## config.mk

```make
export PLATFORM = sky130hd
export DESIGN_NAME = serial_mantissa_addsub
export DESIGN_NICKNAME = d
export VERILOG_FILES = /design/src/rtl/serial_addsub_pkg.sv /design/src/rtl/fa_bit_cell.sv /design/src/rtl/serial_mantissa_addsub.sv
export SDC_FILE = /design/constraint.sdc
export NUM_CORES = 1
export LEC_CHECK = 0
export ABC_AREA = 0
export CORE_MARGIN = 2
export CORE_UTILIZATION = 39
export CTS_BUF_LIST = sky130_fd_sc_hd__clkbuf_16
export DETAILED_ROUTE_END_ITERATION = 10
export HOLD_SLACK_MARGIN = 0.08
export PLACE_DENSITY = 0.66
export SLEW_MARGIN = 40
export SYNTH_ARGS = -nofsm -noshare
export SYNTH_HDL_FRONTEND = slang
export SYNTH_SLANG_ARGS = --single-unit
```

## constraint.sdc

```tcl
create_clock -name clk -period 1.25 [get_ports clk]
set_input_delay 0.375 -clock clk [delete_from_list [all_inputs] [get_ports clk]]
set_output_delay 0.375 -clock clk [all_outputs]
set_load 0.01 [all_outputs]
```

## src/rtl/serial_addsub_pkg.sv

```systemverilog
// Shared types and helpers for the bit-serial mantissa add/subtract sequencer.
package serial_addsub_pkg;

  typedef enum logic [1:0] {
    IDLE = 2'd0,
    RUN  = 2'd1,
    DONE = 2'd2
  } state_e;

  // A one-bit counter is still needed when WIDTH is 1.
  function automatic int cnt_width(input int width);
    return (width <= 1) ? 1 : $clog2(width);
  endfunction

endpackage

```

## src/rtl/fa_bit_cell.sv

```systemverilog
// Combinational one-bit full adder; the only arithmetic in the serial datapath.
module fa_bit_cell (
  input  logic a,
  input  logic b,
  input  logic ci,
  output logic s,
  output logic co
);

  assign s  = a ^ b ^ ci;
  assign co = (a & b) | (a & ci) | (b & ci);

endmodule

```

## src/rtl/serial_mantissa_addsub.sv

```systemverilog
// Bit-serial mantissa add/subtract, LSB first, one bit per clock with a registered carry.
// Define SERIAL_ADDSUB_OVF_EN to build the signed-overflow flag; otherwise ovf is tied low.
module serial_mantissa_addsub
  import serial_addsub_pkg::*;
#(
  parameter int WIDTH = 24
) (
  input  logic             clk,
  input  logic             rst_n,
  input  logic             in_valid,
  output logic             in_ready,
  input  logic [WIDTH-1:0] a,
  input  logic [WIDTH-1:0] b,
  input  logic             sub,
  output logic             out_valid,
  input  logic             out_ready,
  output logic [WIDTH-1:0] sum,
  output logic             cout,
  output logic             ovf,
  output logic             busy
);

  localparam int CW = cnt_width(WIDTH);
  localparam logic [CW-1:0] LAST_BIT = CW'(WIDTH - 1);

  state_e           state_q, state_d;
  logic [WIDTH-1:0] sa_q, sa_d;
  logic [WIDTH-1:0] sb_q, sb_d;
  logic [WIDTH-1:0] res_q, res_d;
  logic             carry_q, carry_d;
  logic [CW-1:0]    cnt_q, cnt_d;
  logic             cout_q, cout_d;
  logic             fa_s, fa_co;
  logic             last_bit;

  fa_bit_cell u_fa (
    .a  (sa_q[0]),
    .b  (sb_q[0]),
    .ci (carry_q),
    .s  (fa_s),
    .co (fa_co)
  );

  assign last_bit = (state_q == RUN) && (cnt_q == LAST_BIT);

  always_comb begin
    state_d = state_q;
    sa_d    = sa_q;
    sb_d    = sb_q;
    res_d   = res_q;
    carry_d = carry_q;
    cnt_d   = cnt_q;
    cout_d  = cout_q;
    case (state_q)
      IDLE: begin
        // Subtraction is A + ~B + 1: the +1 rides in as the initial carry.
        if (in_valid) begin
          sa_d    = a;
          sb_d    = sub ? ~b : b;
          carry_d = sub;
          cnt_d   = '0;
          state_d = RUN;
        end
      end
      RUN: begin
        carry_d = fa_co;
        sa_d    = sa_q >> 1;
        sb_d    = sb_q >> 1;
        res_d   = WIDTH'({fa_s, res_q} >> 1);
        if (cnt_q == LAST_BIT) begin
          cout_d  = fa_co;
          state_d = DONE;
        end else begin
          cnt_d = cnt_q + CW'(1);
        end
      end
      DONE: begin
        if (out_ready) state_d = IDLE;
      end
      default: state_d = IDLE;
    endcase
  end

  always_ff @(posedge clk or negedge rst_n) begin
    if (!rst_n) begin
      state_q <= IDLE;
      sa_q    <= '0;
      sb_q    <= '0;
      res_q   <= '0;
      carry_q <= 1'b0;
      cnt_q   <= '0;
      cout_q  <= 1'b0;
    end else begin
      state_q <= state_d;
      sa_q    <= sa_d;
      sb_q    <= sb_d;
      res_q   <= res_d;
      carry_q <= carry_d;
      cnt_q   <= cnt_d;
      cout_q  <= cout_d;
    end
  end

`ifdef SERIAL_ADDSUB_OVF_EN
  logic ovf_q, ovf_d;

  // Signed overflow is carry-into-MSB xor carry-out-of-MSB, both visible in the last RUN cycle.
  always_comb begin
    ovf_d = ovf_q;
    if (last_bit) ovf_d = carry_q ^ fa_co;
  end

  always_ff @(posedge clk or negedge rst_n) begin
    if (!rst_n) ovf_q <= 1'b0;
    else        ovf_q <= ovf_d;
  end

  assign ovf = ovf_q;
`else
  assign ovf = 1'b0;
`endif

  assign in_ready  = (state_q == IDLE);
  assign out_valid = (state_q == DONE);
  assign busy      = (state_q != IDLE);
  assign sum       = res_q;
  assign cout      = cout_q;

endmodule

```

==> results.md, run 1 <==
- Outcome: finished with violations
- Failing checks: setup timing
- Critical path endpoint: sa_q[20]$_DFFE_PN0P_
- Buf/Inv on CP: 3
- GRT overflow: 0
- FF+latch area: 0.00203 mm²
- Worst-path cell chain: buf_6 > buf_6 > nor2b_4 > clkbuf_16 > mux2i_1 > o21ai_1
- Clock skew: 0.00882 ns
- Critical R2R Capture: sa_q[20]$_DFFE_PN0P_
- Die ar.: 0.0109 mm²
- Worst path depth: 6
- Synth warn: 0
- Async set-reset flop share out of synthesis: 100%
- Slowest CP cell: dfrtp_1
- Die Y: 104 µm
- Largest delay share family, worst path: buffers and inverters
- Power density over the cells: 2470 mW/mm²
- Share of cells above drive strength 1: 31.8%
- R2R depth: 6
- RSZ-0062 raised after global routing: yes
- Hold WS: 0.487 ns
- Fin worst setup slack: -0.300 ns
- Seq/Total Area, Yosys: 51.7%
- Most common cell after layout, fill and taps aside: nand2_1
- Fin crit period: 1.55 ns
- Routability cong.: 0.693
- Via count: 3321
- Initial DRC count: 125
- EDFF count, synth: 0
- # clock sinks: 81
- Antenna Nets Post-Route: 0
- P&R area growth vs syn: 52.8%
- Syn Nets: 444
- Critical path capture point type: flip-flop
- Layout Nets: 591
- Row count: 36
- Initial Util: 40.1%
- Crit-path max FO: 8
- Setup Viol. Count Final: 83
- Distinct cell type count of the synthesized netlist: 40
- Routed WL per cell: 14.7 µm
- CTS H-tree lvls: 3
- VDD IR max: 0.00116 V
- Drt total wl: 9910 µm
- First-pass DRT Iterations: 4
- Critical path arrival: 1.77 ns
- CTS tree: done
- Core area: 0.00977 mm²
- Overall Global Routing Usage: 17.2%
- Leakage power: 2.79 nW
- Fillers: 802
- Worst stage delay on the critical path: 0.40 ns
- Skew-Pair Late Insertion Delay: 0.34 ns
- Max Slew Vio Count: 0
- Buffers added on ports: 80
- First-pass GRT wire length: 15200 µm
- CTS root buf: clkbuf_16
- Setup CP Type: reg2reg
- Final Hold Fails: 0
- Synth top area share: 51.7%
- Required @ worst endpoint: 1.47 ns
- Critical path launch point: state_q[1]$_DFFE_PN0P_
- TritonCTS Buffers: 9
- CTS clk-pin slew, worst paths: 0.06 ns
- Area leader, netlist: dfrtp_1
- Die width: 104 µm
- Vias in the first global route: 3298
- Avg Inst Size Synth: 10.1 µm²
- Antenna violations before repair: 0
- Antenna diodes: 0
- Max Freq: 0.645 GHz
- Max clock buf depth: 2
- Tot Pwr: 14.8 mW
- Synth Flop Type: dfrtp_1
- #FFs+latches synth: 81
- Synth area leaders: dfrtp_1 (52%), nand2_1 (9.4%), mux2i_1 (6.1%)
- Commonest non-fill, non-tap cells in the layout: nand2_1 (97), dfrtp_1 (80), buf_4 (54)
- Largest net degree at the start of global routing: 58
- Mapped Cells: 389
- Max-Cap Viols: 0
- CP Launch Type: flip-flop
- DP HPWL: 5860 µm
- CP dominant cell by count: buf_6
- Top Ports: 82
- Via density: 4.93
- Setup slack, reg-to-reg: -0.30 ns
- Area occupied by multi-input gates: 0.00187 mm²
- Hold crit path type: reg2reg
- DRC viols: 0
- Syn Std Cell Area: 0.00392 mm²
- Final worst-path cycle share: 124%
- Reg2reg start: state_q[1]$_DFFE_PN0P_
routing by layer:
metal,GRT usage [%],share of wire [%],vias to the layer above
met5,0,0,-
met4,6.18,1.0,0
met3,4.45,4.3,9
met2,28.9,52,73
met1,21.6,42,1635
li1,-,-,1604
tightest hold or removal path: stages, from the launching register on:
cell and delay, ns:
dfrtp_1 0.34, nand2_1 0.05, o21ai_1 0.06
state kept, by name (all words and copies together) (netlist names):
name     cells
carry_q      1
cnt_q        5
cout         1
sa_q        24
sb_q        24
state_q      2
sum         24
cell type report:
class	instances	share of cell area (%)
multi-input combinational	279	31.3
tap	133	2.78
clock inverter	7	1.34
inverter	2	0.125
clock buffer	9	3.76
timing repair buffer	163	26.8
sequential	81	33.9
cell usage after synthesis (2+ instances only):
cell	n
o22a_1	22
a22oi_1	2
a21o_1	2
nor2_1	3
buf_2	9
buf_12	2
dfrtp_1	81
nand3_1	4
nand2_1	98
clkbuf_1	4
o21ai_0	8
inv_1	2
xnor2_1	23
mux2i_1	24
nor2b_1	26
o21ai_1	18
buf_6	4
buf_4	8
a21oi_1	28
cell families (layout without fill, tap and decap cells):
logic type	Yosys count	count (layout)	synth area share (%)
xor+xnor	24	24	5.37
fa+ha+maj	2	2	0.830
simple gates	141	142	16.4
mux	25	25	6.42
buf+inv	30	181	5.53
flops	81	81	51.7
other cells	1	1	0.0957
compound gates	85	85	13.6
worst min path at each step:
stage                   startpoint              endpoint  cells past startpoint  slack [ns]
2_1_floorplan                rst_n   carry_q$_DFFE_PN0P_                      0        0.08
3_3_place_gp                 rst_n   sa_q[3]$_DFFE_PN0P_                      2        0.40
3_5_place_dp                 rst_n  sb_q[22]$_DFFE_PN0P_                      2        0.41
4_1_cts         sum[0]$_DFFE_PN0P_    sum[0]$_DFFE_PN0P_                      2        0.47
5_1_grt        sb_q[6]$_DFFE_PN0P_   sb_q[6]$_DFFE_PN0P_                      1        0.52
6_report       sa_q[4]$_DFFE_PN0P_   sa_q[4]$_DFFE_PN0P_                      2        0.49
where the power goes:
part           switching, mW  internal (mW)
Sequential             0.684           3.84
Clock                   1.13           1.57
Combinational           3.43           4.11
what timing repair did:
action                                  4_1_cts  5_1_grt
cloned                                        1        6
setup buffers                                13       16
hold endpoints to repair                     81        0
pin swaps                                     5       31
resized for setup                           145       49
hold buffers                                  1        0
endpoints found under the setup margin      108      105
stage by stage:
step | worst slack (ns) | cell area [µm²] | TNS, ns | instances | utilization [%]
3_5_place_dp | -0.645 | 5150 | -28.27 | 624 | 52.7
4_1_cts | -0.262 | 5530 | -14.07 | 654 | 56.5
6_report | -0.300 | 5990 | -17.43 | 674 | 61.3
5_1_grt | -0.374 | 5990 | -22.34 | 674 | 61.3
3_3_place_gp | -0.642 | 5150 | -27.63 | 624 | 52.7
2_1_floorplan | -0.0762 | 3930 | -0.129 | 389 | -
No activity file was read; power rests on OpenSTA's default activity.
==> inputs of run 2 (changes only) <==
--- a/config.mk
+++ b/config.mk
@@ -6,7 +6,7 @@
 export NUM_CORES = 1
 export LEC_CHECK = 0
 export ABC_AREA = 0
-export CORE_MARGIN = 2
+export CORE_MARGIN = 1
 export CORE_UTILIZATION = 39
 export CTS_BUF_LIST = sky130_fd_sc_hd__clkbuf_16
 export DETAILED_ROUTE_END_ITERATION = 10
==> run 2 against run 1 <==
  * Final cell count is 0.89% higher
  * Highest routed layer unchanged
  * Flip-flop and latch count stayed put
  * The flow still finishes with violations (setup timing)
  * Largest cell class unchanged
  * Utilization is 1.5 points higher
  * Clock power is 11% higher
  * Critical path depth is 2 lower
==> results.md, run 2 (synthesis gave the netlist of run 1 again) <==
- Gr busiest metal: met2
- Cell Area, Placed: 0.00522 mm² (+1.4%)
- Die width: 102 µm (-1.9%)
- Clock Power Share: 19.4% (+1.1 points)
- Tot Pwr: 15.5 mW (+4.7%)
- Initial Util: 40.1% (unchanged)
- Setup TNS Final: -13.43 ns (+4.00 ns)
- Met3 Resource Use GR: 4.04% (-0.41 points)
- Setup Viol. Count Final: 85 (+2.4%)
- Final Util: 62.7% (+1.5 points)
- Fin worst setup slack: -0.295 ns (+0.00478 ns)
- Via count: 3295 (-0.78%)
- Drt total wl: 9770 µm (-1.4%)
- CTS clk-pin slew, worst paths: 0.06 ns (about the same)
- Final Hold Fails: 0 (unchanged)
- First-pass GRT wire length: 14800 µm (-2.4%)
- Hold crit path type: in2async
- Worst-path cell chain: buf_4 > nor2_4 > inv_2 > buf_6
- DP HPWL: 5990 µm (+2.2%)
- Core area: 0.00977 mm² (unchanged)
- Antenna violations before repair: 0 (unchanged)
- Worst stage delay on the critical path: 0.42 ns (+0.02 ns)
- Comb pwr share: 51.1% (about the same)
- Most common cell after layout, fill and taps aside: nand2_1
- Commonest non-fill, non-tap cells in the layout: nand2_1 (95), dfrtp_1 (79), buf_4 (58)
- Required @ worst endpoint: 0.88 ns (-0.59 ns)
- Top Ports: 82 (unchanged)
- Setup CP Type: reg2out
- CTS tree: done
- Fin crit period: 1.54 ns (-0.00478 ns)
- Slowest CP cell: dfrtp_2
- Hold WS: 0.480 ns (-0.00668 ns)
- Max Freq: 0.647 GHz (+0.31%)
- TritonCTS Buffers: 9 (unchanged)
- Largest net degree at the start of global routing: 39 (-33%)
- Clock skew: 0.00871 ns (-0.000118 ns)
- Crit-path max FO: 3 (-5)
- Met1 usage: 23.7% (+2.1 points)
- Leakage power: 2.85 nW (+2.1%)
- Die ar.: 0.0105 mm² (-3.8%)
- Outcome: finished with violations
- RSZ-0062 raised after global routing: yes
- DRC viols: 0 (unchanged)
- Max-Cap Viols: 0 (unchanged)
- GRT overflow: 0 (unchanged)
- Share of cells above drive strength 1: 34.9% (+3.1 points)
- Antenna Nets Post-Route: 0 (unchanged)
- VDD IR max: 0.00123 V (+6.0%)
- Cell Int Power: 10.2 mW (+6.9%)
- Met2 GRT Util: 30.4% (+1.5 points)
- Power density over the cells: 2520 mW/mm² (+2.3%)
- Flop pwr share: 29.6% (-1.1 points)
- Switch Pwr: 5.28 mW (+0.72%)
- Buf/Inv on CP: 3 (unchanged)
- Vias in the first global route: 3165 (-4.0%)
- Critical path arrival: 1.17 ns (-0.60 ns)
- Skew-Pair Late Insertion Delay: 0.34 ns (about the same)
- CTS root buf: clkbuf_16
- Final worst-path cycle share: 124% (-0.38 points)
- Max clock buf depth: 2 (unchanged)
- Initial DRC count: 102 (-18%)
- Failing checks: setup timing
- Max Slew Vio Count: 0 (unchanged)
- Layout Nets: 598 (+1.2%)
- Row count: 36 (unchanged)
- P&R area growth vs syn: 56.5%
- Via density: 4.85 (-1.7%)
- Buffers added on ports: 80 (unchanged)
- Final instance area: 0.00613 mm² (+2.4%)
- Routability cong.: 0.758 (+9.4%)
- Largest delay share family, worst path: flip-flops
- Overall Global Routing Usage: 18.5% (+1.2 points)
- Switching share of power: 34.2% (-1.4 points)
- CTS H-tree lvls: 3 (unchanged)
- Die Y: 102 µm (-1.9%)
- Critical path capture point type: primary output
- # clock sinks: 81 (unchanged)
- Antenna diodes: 0 (unchanged)
- CP Launch Type: flip-flop
- Routed WL per cell: 14.4 µm (-2.3%)
- First-pass DRT Iterations: 4 (unchanged)
run 2: changes by cell type in the layout (fill, tap and decap cells not counted), moves of 3 or more:
| cell | change |
|---|---|
| buf_8 | +4 |
| nor2b_2 | +3 |
| buf_4 | +4 |
| nand3_1 | -3 |
| buf_2 | -3 |
| clkinv_4 | -3 |
| buf_6 | +6 |
| nand3_2 | +3 |
run 2: worst paths after layout:
kind	from	endpoint	slack, ns	cells after the start
max	state_q[1]$_DFFE_PN0P_	busy	-0.29	4
min	rst_n	sb_q[18]$_DFFE_PN0P_	0.48	2
max reg2reg	state_q[1]$_DFFE_PN0P_	sa_q[6]$_DFFE_PN0P_	-0.27	7
min reg2reg	sum[0]$_DFFE_PN0P_	sum[0]$_DFFE_PN0P_	0.49	2
max in group asynchronous	rst_n	cnt_q[4]$_DFFE_PN0P_	0.27	3
min in group clk	sum[0]$_DFFE_PN0P_	sum[0]$_DFFE_PN0P_	0.49	2
run 2: per-layer routing:
layer  routed length [µm]  up-vias
met5                    0        -
met4                  139        0
met3                  315       12
met2                 5070       57
met1                 4240     1611
li1                     -     1615
run 2: metrics by stage:
| step | worst slack, ns | cells |
|---|---|---|
| 5_1_grt | -0.355 | 680 |
| 3_3_place_gp | -0.632 | 632 |
| 3_5_place_dp | -0.650 | 632 |
| 6_report | -0.295 | 680 |
| 2_1_floorplan | -0.0762 | 389 |
| 4_1_cts | -0.285 | 663 |
run 2: timing repair:
action | in CTS | in global routing
cloned | 1 | 5
buffers inserted | 14 | 15
hold buffers | 1 | 0
gates resized for setup | 148 | 70
hold endpoints to repair | 18 | 0
endpoints found under the setup margin | 109 | 102
pin swaps | 14 | 25
run 2: layout make-up:
cell class / count / area, µm²
Sequential cell: 81 / 2030
Timing Repair Buffer: 170 / 1650
Tap cell: 133 / 166
Multi-Input combinational cell: 279 / 1940
Clock buffer: 9 / 225
Clock inverter: 6 / 108
Fill cell: 790 / 3640
Inverter: 2 / 7.51
run 2: power by group through the flow:
stage | registers [mW] | logic (mW) | clock network, mW
finish | 4.57 | 7.90 | 2.99
CTS | 4.53 | 6.44 | 3.02
detailed placement | 4.57 | 6.21 | 0
global route | 4.70 | 8.61 | 3.14
floorplan | 4.64 | 3.66 | 0
global placement | 4.52 | 6.05 | 0
==> inputs of run 3 (changes only) <==
--- a/config.mk
+++ b/config.mk
@@ -9,9 +9,10 @@
 export CORE_MARGIN = 1
 export CORE_UTILIZATION = 39
 export CTS_BUF_LIST = sky130_fd_sc_hd__clkbuf_16
+export CTS_CLUSTER_SIZE = 28
 export DETAILED_ROUTE_END_ITERATION = 10
 export HOLD_SLACK_MARGIN = 0.08
-export PLACE_DENSITY = 0.66
+export PLACE_DENSITY = 0.7
 export SLEW_MARGIN = 40
 export SYNTH_ARGS = -nofsm -noshare
 export SYNTH_HDL_FRONTEND = slang
==> run 3 against run 2 <==
  * The run still ends with setup timing left
  * Combinational power rose by 14%
  * Hold slack got worse by 0.015 ns
  * Clock-buffer cell count is the same
  * Clock power down 6%
  * Power grew 6.1%
  * Via count up 3.7%
  * Utilization rose by 1.7 points
  * Largest power group unchanged
  * Non-clock buffer count down 1
  * Critical endpoint is now sa_q[21]$_DFFE_PN0P_
  * Routed wire length increased by 8.0%
  * Flip-flop and latch count stayed put
  * Global-route usage shrank 0.086 points
  * Final cell count is 0.15% lower
==> results.md, run 3 (synthesis gave the netlist of run 1 again) <==
- Outcome: finished with violations
- Die width: 102 µm (unchanged)
- Largest net degree at the start of global routing: 48 (+23%)
- P&R area growth vs syn: 60.6%
- Initial DRC count: 141 (+38%)
- Clock Power Share: 17.2% (-2.2 points)
- Row count: 36 (unchanged)
- DP HPWL: 5600 µm (-6.6%)
- Setup TNS Final: -19.79 ns (-6.36 ns)
- Cell Int Power: 10.7 mW (+4.6%)
- CP Launch Type: flip-flop
- Layout Nets: 596 (-0.33%)
- Largest delay share family, worst path: buffers and inverters
- Routed WL per cell: 15.5 µm (+8.2%)
- Power density over the cells: 2610 mW/mm² (+3.4%)
- Buf/Inv on CP: 5 (+2)
- Core area: 0.00977 mm² (unchanged)
- Share of cells above drive strength 1: 35.7% (+0.80 points)
- Switching share of power: 35.1% (+0.92 points)
- Final Hold Fails: 0 (unchanged)
- Max Freq: 0.628 GHz (-3.0%)
- First-pass GRT wire length: 14800 µm (-0.13%)
- Drt total wl: 10600 µm (+8.0%)
- Worst stage delay on the critical path: 0.41 ns (about the same)
- Critical path capture point type: flip-flop
- CTS clk-pin slew, worst paths: 0.06 ns (about the same)
- Switch Pwr: 5.75 mW (+9.0%)
- Flop pwr share: 27.7% (-1.9 points)
- CTS H-tree lvls: 3 (unchanged)
- Failing checks: setup timing
- Antenna diodes: 0 (unchanged)
- Fin worst setup slack: -0.343 ns (-0.0477 ns)
- Worst-path cell chain: buf_6 > buf_8 > buf_4 > o21bai_4 > buf_12 > clkbuf_16 > nand2_1 > o21ai_1
- Required @ worst endpoint: 1.50 ns (+0.62 ns)
- Clock skew: 0.00570 ns (-0.00301 ns)
- GRT overflow: 0 (unchanged)
- Die Y: 102 µm (unchanged)
- Fillers: 753 (-4.7%)
- VDD IR max: 0.00102 V (-17%)
- Via count: 3417 (+3.7%)
- # clock sinks: 81 (unchanged)
- CTS root buf: clkbuf_16
- Fin crit period: 1.59 ns (+0.0477 ns)
- Crit-path max FO: 8 (+5)
- Routability cong.: 0.754 (-0.48%)
- Commonest non-fill, non-tap cells in the layout: dfrtp_1 (80), nand2_1 (63), clkdlybuf4s50_1 (51)
- Hold WS: 0.466 ns (-0.0146 ns)
- Overall Global Routing Usage: 18.4% (-0.086 points)
- Antenna Nets Post-Route: 0 (unchanged)
- CTS tree: done
- Top Ports: 82 (unchanged)
- FF+latch area: 0.00203 mm² (about the same)
- Antenna violations before repair: 0 (unchanged)
- Hold crit path type: in2async
- Slowest CP cell: dfrtp_1
- Setup CP Type: reg2reg
- Critical path arrival: 1.84 ns (+0.67 ns)
- Max Slew Vio Count: 0 (unchanged)
- TritonCTS Buffers: 9 (unchanged)
- Tot Pwr: 16.4 mW (+6.1%)
- Skew-Pair Late Insertion Delay: 0.33 ns (about the same)
- Leakage power: 2.92 nW (+2.3%)
- Via density: 5.03 (+3.9%)
- Initial Util: 40.1% (unchanged)
- Max-Cap Viols: 0 (unchanged)
- Max clock buf depth: 2 (unchanged)
- First-pass DRT Iterations: 4 (unchanged)
- RSZ-0062 raised after global routing: yes
- Vias in the first global route: 3180 (+0.47%)
- Die ar.: 0.0105 mm² (unchanged)
- Setup Viol. Count Final: 85 (unchanged)
- Buffers added on ports: 80 (unchanged)
- Comb pwr share: 55.1% (+4.0 points)
- Most common cell after layout, fill and taps aside: dfrtp_1
- DRC viols: 0 (unchanged)
- Final worst-path cycle share: 127% (+3.8 points)
- Area occupied by multi-input gates: 0.00195 mm² (+0.32%)
-- run 3: changes by cell type in the layout (fill, tap and decap cells not counted), moves of 4 or more --
cell,delta
buf_6,-8
buf_4,-9
buf_16,+5
a21oi_2,-15
nand2_2,+26
a21oi_1,+15
clkbuf_16,+5
buf_2,+4
nand2_4,+6
nand2_1,-32
-- run 3: worst paths after layout --
check | start | to | slack [ns] | cells after the start
setup / recovery | state_q[0]$_DFFE_PN0P_ | sa_q[21]$_DFFE_PN0P_ | -0.34 | 8
hold reg to reg | sa_q[2]$_DFFE_PN0P_ | sa_q[2]$_DFFE_PN0P_ | 0.49 | 2
max in group asynchronous | rst_n | state_q[1]$_DFFE_PN0P_ | 0.29 | 3
hold / removal | rst_n | sa_q[8]$_DFFE_PN0P_ | 0.47 | 2
setup reg to reg | state_q[0]$_DFFE_PN0P_ | sa_q[21]$_DFFE_PN0P_ | -0.34 | 8
min in group clk | sa_q[2]$_DFFE_PN0P_ | sa_q[2]$_DFFE_PN0P_ | 0.49 | 2
-- run 3: final cells by class --
cell class,instances,area share [%]
multi-input combinational,278,30.9
tap,133,2.64
timing repair buffer,169,29.0
clock inverter,7,1.49
sequential,81,32.2
inverter,2,0.119
clock buffer,9,3.58
-- run 3: through the flow --
stage               instance area [µm²]  std cells  util, %  worst slack (ns)
floorplan                          3930        389        -           -0.0762
global placement                   5120        617     52.4            -0.397
detailed placement                 5120        617     52.4            -0.413
CTS                                5680        655     58.1            -0.282
global route                       6290        679     64.4            -0.402
finish                             6290        679     64.4            -0.343
-- run 3: repair_timing --
action	in CTS	in global routing
pin swaps	12	27
hold buffers	1	0
setup buffers	16	12
resized for setup	154	71
endpoints found under the setup margin	109	101
hold endpoints to repair	16	0
gates cloned	5	12
-- run 3: power groups by stage --
| stage | logic (mW) | clock network, mW | registers, mW |
|---|---|---|---|
| after CTS | 7.04 | 2.87 | 4.51 |
| after floorplan | 3.66 | 0 | 4.64 |
| after global placement | 5.80 | 0 | 4.52 |
| after detailed placement | 5.98 | 0 | 4.58 |
| after global routing | 9.76 | 2.97 | 4.67 |
| final | 9.04 | 2.82 | 4.55 |
-- run 3: metal layers --
metal / vias to the layer above / share of wire, % / wire length (µm) / GRT usage (%)
met5: - / 0 / 0 / 0
met4: 0 / 2.4 / 258 / 7.47
met3: 22 / 3.3 / 349 / 3.56
met2: 77 / 53 / 5560 / 31.3
met1: 1697 / 42 / 4390 / 22.9
li1: 1621 / - / - / -
